===== src/rtl/cell_pos_reader_if.sv =====
// Particle record stream from the cell reader to the position cache / force feeder.
// Valid/ready handshake. Each record carries its 1-based particle index and a last flag.
interface cell_pos_reader_if #(
    parameter int DATA_WIDTH = 96,
    parameter int ADDR_WIDTH = 8
);
    logic                  valid;
    logic                  ready;
    logic [DATA_WIDTH-1:0] data;
    logic [ADDR_WIDTH-1:0] index;
    logic                  last;

    modport master (output valid, output data, output index, output last, input ready);
    modport slave  (input valid, input data, input index, input last, output ready);
endinterface


===== src/rtl/cell_pos_reader.sv =====
// Reads the count word and then every particle record from one cell memory and streams them out.
// Latency: the first record appears 7 cycles after start. After that, records flow at one per cycle.
// Backpressure: reads are credit-gated against the output FIFO, so a stalled consumer stops new reads.
module cell_pos_reader #(
    parameter int DATA_WIDTH   = 96,
    parameter int ADDR_WIDTH   = 8,
    parameter int PARTICLE_NUM = 220,
    parameter int FIFO_DEPTH   = 4
) (
    input  logic                  clk,
    input  logic                  rst_n,
    input  logic                  start,
    output logic                  busy,
    output logic                  done,
    output logic [ADDR_WIDTH-1:0] cell_count,
    output logic                  count_err,
    output logic [ADDR_WIDTH-1:0] mem_address,
    output logic                  mem_rden,
    output logic                  mem_wren,
    input  logic [DATA_WIDTH-1:0] mem_q,
    cell_pos_reader_if.master     out
);
    localparam int FCW = $clog2(FIFO_DEPTH + 1);
    localparam int CW  = FCW + 1;
    localparam int PW  = $clog2(FIFO_DEPTH);
    localparam logic [ADDR_WIDTH-1:0] MAX_CNT = ADDR_WIDTH'(PARTICLE_NUM - 1);

    typedef enum logic [2:0] {IDLE, RD_CNT, WAIT_CNT, STREAM, DRAIN, DONE} state_t;

    typedef struct packed {
        logic [DATA_WIDTH-1:0] data;
        logic [ADDR_WIDTH-1:0] index;
        logic                  last;
    } entry_t;

    state_t                state, state_nxt;
    logic                  wait_second;
    logic [ADDR_WIDTH-1:0] next_addr;
    logic [ADDR_WIDTH-1:0] last_addr;
    logic [1:0]            pipe_vld;
    logic [ADDR_WIDTH-1:0] pipe_idx [2];
    entry_t                fifo_mem [FIFO_DEPTH];
    logic [PW-1:0]         wr_ptr, rd_ptr;
    logic [FCW-1:0]        fifo_count;

    logic                  issue;
    logic                  push, pop;
    logic [CW-1:0]         credit_used;
    logic [ADDR_WIDTH-1:0] cnt_raw, cnt_clamped;
    entry_t                head;

    function automatic logic [PW-1:0] ptr_inc(input logic [PW-1:0] p);
        return (p == PW'(FIFO_DEPTH - 1)) ? '0 : p + PW'(1);
    endfunction

    assign cnt_raw     = mem_q[ADDR_WIDTH-1:0];
    assign cnt_clamped = (cnt_raw > MAX_CNT) ? MAX_CNT : cnt_raw;
    // Reads still in the pipe hold a FIFO slot, so the FIFO cannot overflow when they land.
    assign credit_used = CW'(fifo_count) + CW'(pipe_vld[0]) + CW'(pipe_vld[1]);

    assign push = pipe_vld[1];
    assign pop  = out.valid && out.ready;
    assign head = fifo_mem[rd_ptr];

    assign out.valid = (fifo_count != '0);
    assign out.data  = out.valid ? head.data  : '0;
    assign out.index = out.valid ? head.index : '0;
    assign out.last  = out.valid ? head.last  : 1'b0;
    assign mem_wren  = 1'b0;

    always_comb begin
        state_nxt   = state;
        issue       = 1'b0;
        busy        = 1'b0;
        done        = 1'b0;
        mem_rden    = 1'b0;
        mem_address = last_addr;
        unique case (state)
            IDLE: begin
                if (start) state_nxt = RD_CNT;
            end
            RD_CNT: begin
                busy        = 1'b1;
                mem_rden    = 1'b1;
                mem_address = '0;
                state_nxt   = WAIT_CNT;
            end
            WAIT_CNT: begin
                busy = 1'b1;
                if (wait_second) state_nxt = (cnt_clamped == '0) ? DONE : STREAM;
            end
            STREAM: begin
                busy  = 1'b1;
                issue = (credit_used < CW'(FIFO_DEPTH));
                if (issue) begin
                    mem_rden    = 1'b1;
                    mem_address = next_addr;
                    if (next_addr == cell_count) state_nxt = DRAIN;
                end
            end
            DRAIN: begin
                busy = 1'b1;
                if (pop && out.last) state_nxt = DONE;
            end
            DONE: begin
                done      = 1'b1;
                state_nxt = IDLE;
            end
            default: state_nxt = IDLE;
        endcase
    end

    always_ff @(posedge clk) begin
        if (!rst_n) begin
            state       <= IDLE;
            wait_second <= 1'b0;
            next_addr   <= '0;
            last_addr   <= '0;
            cell_count  <= '0;
            count_err   <= 1'b0;
            pipe_vld    <= '0;
            pipe_idx[0] <= '0;
            pipe_idx[1] <= '0;
            wr_ptr      <= '0;
            rd_ptr      <= '0;
            fifo_count  <= '0;
        end else begin
            state       <= state_nxt;
            wait_second <= (state == WAIT_CNT) && !wait_second;
            if (mem_rden) last_addr <= mem_address;

            if (state == WAIT_CNT && wait_second) begin
                cell_count <= cnt_clamped;
                next_addr  <= ADDR_WIDTH'(1);
                if (cnt_raw > MAX_CNT) count_err <= 1'b1;
            end else if (issue) begin
                next_addr <= next_addr + ADDR_WIDTH'(1);
            end

            pipe_vld    <= {pipe_vld[0], issue};
            pipe_idx[0] <= next_addr;
            pipe_idx[1] <= pipe_idx[0];

            if (push) wr_ptr <= ptr_inc(wr_ptr);
            if (pop)  rd_ptr <= ptr_inc(rd_ptr);
            unique case ({push, pop})
                2'b10:   fifo_count <= fifo_count + FCW'(1);
                2'b01:   fifo_count <= fifo_count - FCW'(1);
                default: fifo_count <= fifo_count;
            endcase
        end
    end

    always_ff @(posedge clk) begin
        if (push) begin
            fifo_mem[wr_ptr] <= '{data: mem_q, index: pipe_idx[1], last: (pipe_idx[1] == cell_count)};
        end
    end

    fifo_no_overflow: assert property (@(posedge clk) disable iff (!rst_n)
        !(push && !pop && fifo_count == FCW'(FIFO_DEPTH)));
endmodule


===== src/flat_wrapper.sv =====
// flat-port wrapper written by rule: the top's interface ports become plain ports
module cell_pos_reader_flat 
#(
    parameter int DATA_WIDTH   = 96,
    parameter int ADDR_WIDTH   = 8,
    parameter int PARTICLE_NUM = 220,
    parameter int FIFO_DEPTH   = 4
)
  (clk, rst_n, start, busy, done, cell_count, count_err, mem_address, mem_rden, mem_wren, mem_q, out_valid, out_data, out_index, out_last, out_ready);
  cell_pos_reader_if #(.DATA_WIDTH(DATA_WIDTH), .ADDR_WIDTH(ADDR_WIDTH)) out_i ();
  input  logic clk;
  input  logic rst_n;
  input  logic start;
  output logic busy;
  output logic done;
  output logic [ADDR_WIDTH-1:0] cell_count;
  output logic count_err;
  output logic [ADDR_WIDTH-1:0] mem_address;
  output logic mem_rden;
  output logic mem_wren;
  input  logic [DATA_WIDTH-1:0] mem_q;
  output wire logic [$bits(out_i.valid)-1:0] out_valid;
  output wire logic [$bits(out_i.data)-1:0] out_data;
  output wire logic [$bits(out_i.index)-1:0] out_index;
  output wire logic [$bits(out_i.last)-1:0] out_last;
  input wire logic [$bits(out_i.ready)-1:0] out_ready;
  assign out_valid = out_i.valid;
  assign out_data = out_i.data;
  assign out_index = out_i.index;
  assign out_last = out_i.last;
  assign out_i.ready = out_ready;
  cell_pos_reader #(.DATA_WIDTH(DATA_WIDTH), .ADDR_WIDTH(ADDR_WIDTH), .PARTICLE_NUM(PARTICLE_NUM), .FIFO_DEPTH(FIFO_DEPTH)) u_core (.clk(clk), .rst_n(rst_n), .start(start), .busy(busy), .done(done), .cell_count(cell_count), .count_err(count_err), .mem_address(mem_address), .mem_rden(mem_rden), .mem_wren(mem_wren), .mem_q(mem_q), .out(out_i));
endmodule

===== config.mk =====
export PLATFORM = sky130hd
export DESIGN_NAME = cell_pos_reader_flat
export DESIGN_NICKNAME = d
export VERILOG_FILES = /design/src/rtl/cell_pos_reader_if.sv /design/src/rtl/cell_pos_reader.sv /design/src/flat_wrapper.sv
export SDC_FILE = /design/constraint.sdc
export NUM_CORES = 1
export LEC_CHECK = 0
export CORE_MARGIN = 1.5
export CORE_UTILIZATION = 30
export CTS_BUF_LIST = sky130_fd_sc_hd__clkbuf_8
export DETAILED_ROUTE_END_ITERATION = 7
export PLACE_DENSITY_LB_ADDON = 0.1
export REMOVE_ABC_BUFFERS = 1
export SYNTH_ARGS = -nofsm -noshare
export SYNTH_HDL_FRONTEND = slang
export SYNTH_SLANG_ARGS = --single-unit

===== constraint.sdc =====
create_clock -name clk -period 5.86 [get_ports clk]
set_clock_uncertainty 0.2 [all_clocks]
set_input_delay 0.586 -clock clk [delete_from_list [all_inputs] [get_ports clk]]
set_output_delay 0.586 -clock clk [all_outputs]
set_load 0.02 [all_outputs]

==> flow_summary_export.csv <==
group,metric,value,unit
outcome,status,"completed",
finish,layout-drive-gt1-share,0.1853,
power_and_ir_drop,power.internal,5457,uW
finish,nNetsFinal,1308,
global_routing,antenna_found_initial,1,
routing,viasPerCell,4.546,
floorplanning,die_w,249.3,um
cts,postCtsSetupBuffers,0,
cts,clock-sinks,476,
critical_path,required,5.07,ns
critical_path,crit_chain,"buf_12, mux4_2, and2_1, clkdlybuf4s50_1",
routing,drt_iter0_markers,514,
finish,diodes,0,
worst_hold_path,min_path_type,"flip-flop to flip-flop",
critical_path,crit_slowest_cell,"dfxtp_4",
power_and_ir_drop,share_comb_of_total_power,0.069,
cts,clk_latency,0.65,ns
critical_path,cp-end-kind,"primary output",
finish,final_cell_mix,"edfxtp_1, clkdlybuf4s50_1, and2_1",
timing,slew_viol_final,0,
global_routing,grt_overflow,0,
timing,setup_viol,0,
logic_synthesis,ys_top_cells_by_area,"edfxtp_1, mux4_2, dfxtp_1, and2_1, xor2_1",
power_and_ir_drop,power_per_cell_area,308.8,nW/um2
routing,drc,0,
routing,firstDrtPassIters,5,
power_and_ir_drop,leakagePower,0.007351,uW
critical_path,slowest_delay,0.65,ns
timing,timing.fmax,241.4,MHz
critical_path,path_delay_family,"buffers and inverters",
logic_synthesis,synth_edf_count,420,
timing,maxSlewHeadroom,0.3451,
timing,fin_crit_sh,0.7068,
power_and_ir_drop,max-vdd-ir-drop,131.4,uV
timing,finalCriticalPeriod,4.142,ns
cts,ctsRootBufferMaster,"clkbuf_8",
logic_synthesis,yosysWarnings,0,
global_routing,grt_pass1_vias,10010,
timing,worstMarginPinSlew,0.9824,ns
cts,cts_buffers,82,
power_and_ir_drop,power_frac_seq,0.531,
logic_synthesis,synth_top_cell_area_share,0.6931,
floorplanning,die_y,249.3,um
finish,fillCellCount,5611,
logic_synthesis,async_flop_share,0,
logic_synthesis,synth_cell_types,40,
logic_synthesis,syn_area,18200,um2
cts,clock_path_buffers,3,
logic_synthesis,syn_area_per_cell,19.65,um2
finish,final_common_cell,"edfxtp_1",
power_and_ir_drop,power,7068,uW
floorplanning,io_pins,227,
finish,fin_util,0.3806,
logic_synthesis,ys.flop_type,"edfxtp_1",
critical_path,worstPathMaxFanout,85,
critical_path,crit_type,"flip-flop to primary output",
global_routing,grt_pass1_wl,64490,um
global_routing,grt_max_degree,86,
global_routing,grt_usage,0.1390,
cts,cts_resized,0,
floorplanning,core-area,60130,um2
power_and_ir_drop,power_switching,1611,uW
routing,vias,9297,
floorplanning,dieArea,62140,um2
finish,syn_to_final_growth,25.78,%
logic_synthesis,yosysTopAreaCell,"edfxtp_1",
placed_design,place_congestion,0.7075,
timing,hold_viol_final,0,
cts,htree_levels,3,
critical_path,crit_buf_inv,2,
floorplanning,start_util,0.3026,
power_and_ir_drop,netSwitchingFraction,0.2279,
critical_path,cp.arrival,3.36,ns
timing,rsz0062_at_grt,"false",
routing,antenna_left,0,
placed_design,dp.final_hpwl,24320,um
job,maxCapViolations,0,
logic_synthesis,syn_inst,926,
cts,path_clk_slew,0.06,ns
logic_synthesis,ys_ff_latch,476,
critical_path,worst_setup_path_start_kind,"flip-flop",
routing,routedWlPerCell,20.79,um
placed_design,io_buffer_count,225,
cts,cts_hold_buffers,0,
floorplanning,rows,90,
logic_synthesis,seq_area_frac_synth,0.7547,
routing,routed_wl,42510,um
cts,cts_tree,"built",
power_and_ir_drop,clkPwrFrac,0.401,
-- worst reg2reg max path, stage by stage, from the launching register on --
cell,delay [ns]
dfxtp_1,0.40
or3_4,0.79
nand2_1,0.26
inv_1,0.13
ha_1,0.20
inv_1,0.07
fa_1,0.43
xor2_1,0.16
or3_1,0.30
a21oi_1,0.13
-- kinds of logic after synthesis --
logic type	share of synthesized area
other	0.0002061
and+or+nand+nor	0.06649
buffers and inverters	0.01430
muxes	0.1316
DFF	0.7547
AOI/OAI and AO/OA	0.01355
xor gates and xnor gates	0.01251
adders and majority gates	0.006601
-- flip-flops by register name, summed over array words and instances (netlist names), 2 cells and up, named ones only --
name,count
u_core.fifo_mem,420
u_core.pipe_idx,16
u_core.cell_count,8
u_core.last_addr,8
u_core.next_addr,8
u_core.fifo_count,3
u_core.state,3
u_core.pipe_vld,2
u_core.rd_ptr,2
u_core.wr_ptr,2
-- stage by stage --
stage / std cells / setup WS [ns] / setup TNS [ns] / hold WS, ns / cell area, um2
floorplan: 876 / -0.2027 / -19.27 / 0.2118 / 17970
global placement: 1897 / 2.269 / 0 / 0.2142 / 21340
detailed placement: 1897 / 2.266 / 0 / 0.2184 / 21340
CTS: 2045 / 1.541 / 0 / 0.2345 / 22890
global route: 2045 / 1.435 / 0 / 0.2442 / 22890
finish: 2045 / 1.718 / 0 / 0.2303 / 22890
-- Yosys cell counts (10+ instances only) --
master,instances
inv_1,10
nand2_1,17
xnor2_1,10
xor2_1,16
mux4_2,105
and2_1,134
buf_2,15
dfxtp_1,56
nor2_1,22
clkbuf_1,28
a21oi_1,17
edfxtp_1,420
-- final timing paths --
| kind | depth (start not counted) | from | slack, ns | to |
|---|---|---|---|---|
| setup / recovery | 4 | flip-flop | 1.72 | out_data[53] |
| hold reg to reg | 1 | u_core.pipe_idx[0][1] | 0.23 | u_core.pipe_idx[0][9] |
| setup reg to reg | 9 | u_core.fifo_count[1] | 2.73 | u_core.fifo_count[2] |
| hold / removal | 1 | u_core.pipe_idx[0][1] | 0.23 | u_core.pipe_idx[0][9] |
-- metal layers --
metal / global-route usage / vias to the layer above / share of wire
met1: 0.1809 / 4798 / 0.44
met5: 0 / - / 0.00016
li1: - / 4194 / -
met2: 0.2280 / 234 / 0.49
met3: 0.03260 / 69 / 0.051
met4: 0.04826 / 2 / 0.019
-- power by group through the flow --
stage,logic (uW),clock network (uW),registers (uW)
floorplan,232,0,3830
global placement,495,0,3820
detailed placement,497,0,3820
CTS,500,2960,3750
global route,528,3100,3750
finish,487,2830,3750
-- area by class of cell --
cell class	instances	area (um2)	share of cell area
repair buffers	239	2370	0.1035
inverters	10	37.54	0.001640
well taps	782	978.4	0.04275
flip-flops and latches	476	13740	0.6004
multi-input cells	390	4218	0.1843
clock buffers	90	1239	0.05412
clock inverters	58	304.0	0.01328
Power figures use the tool's default switching activity.
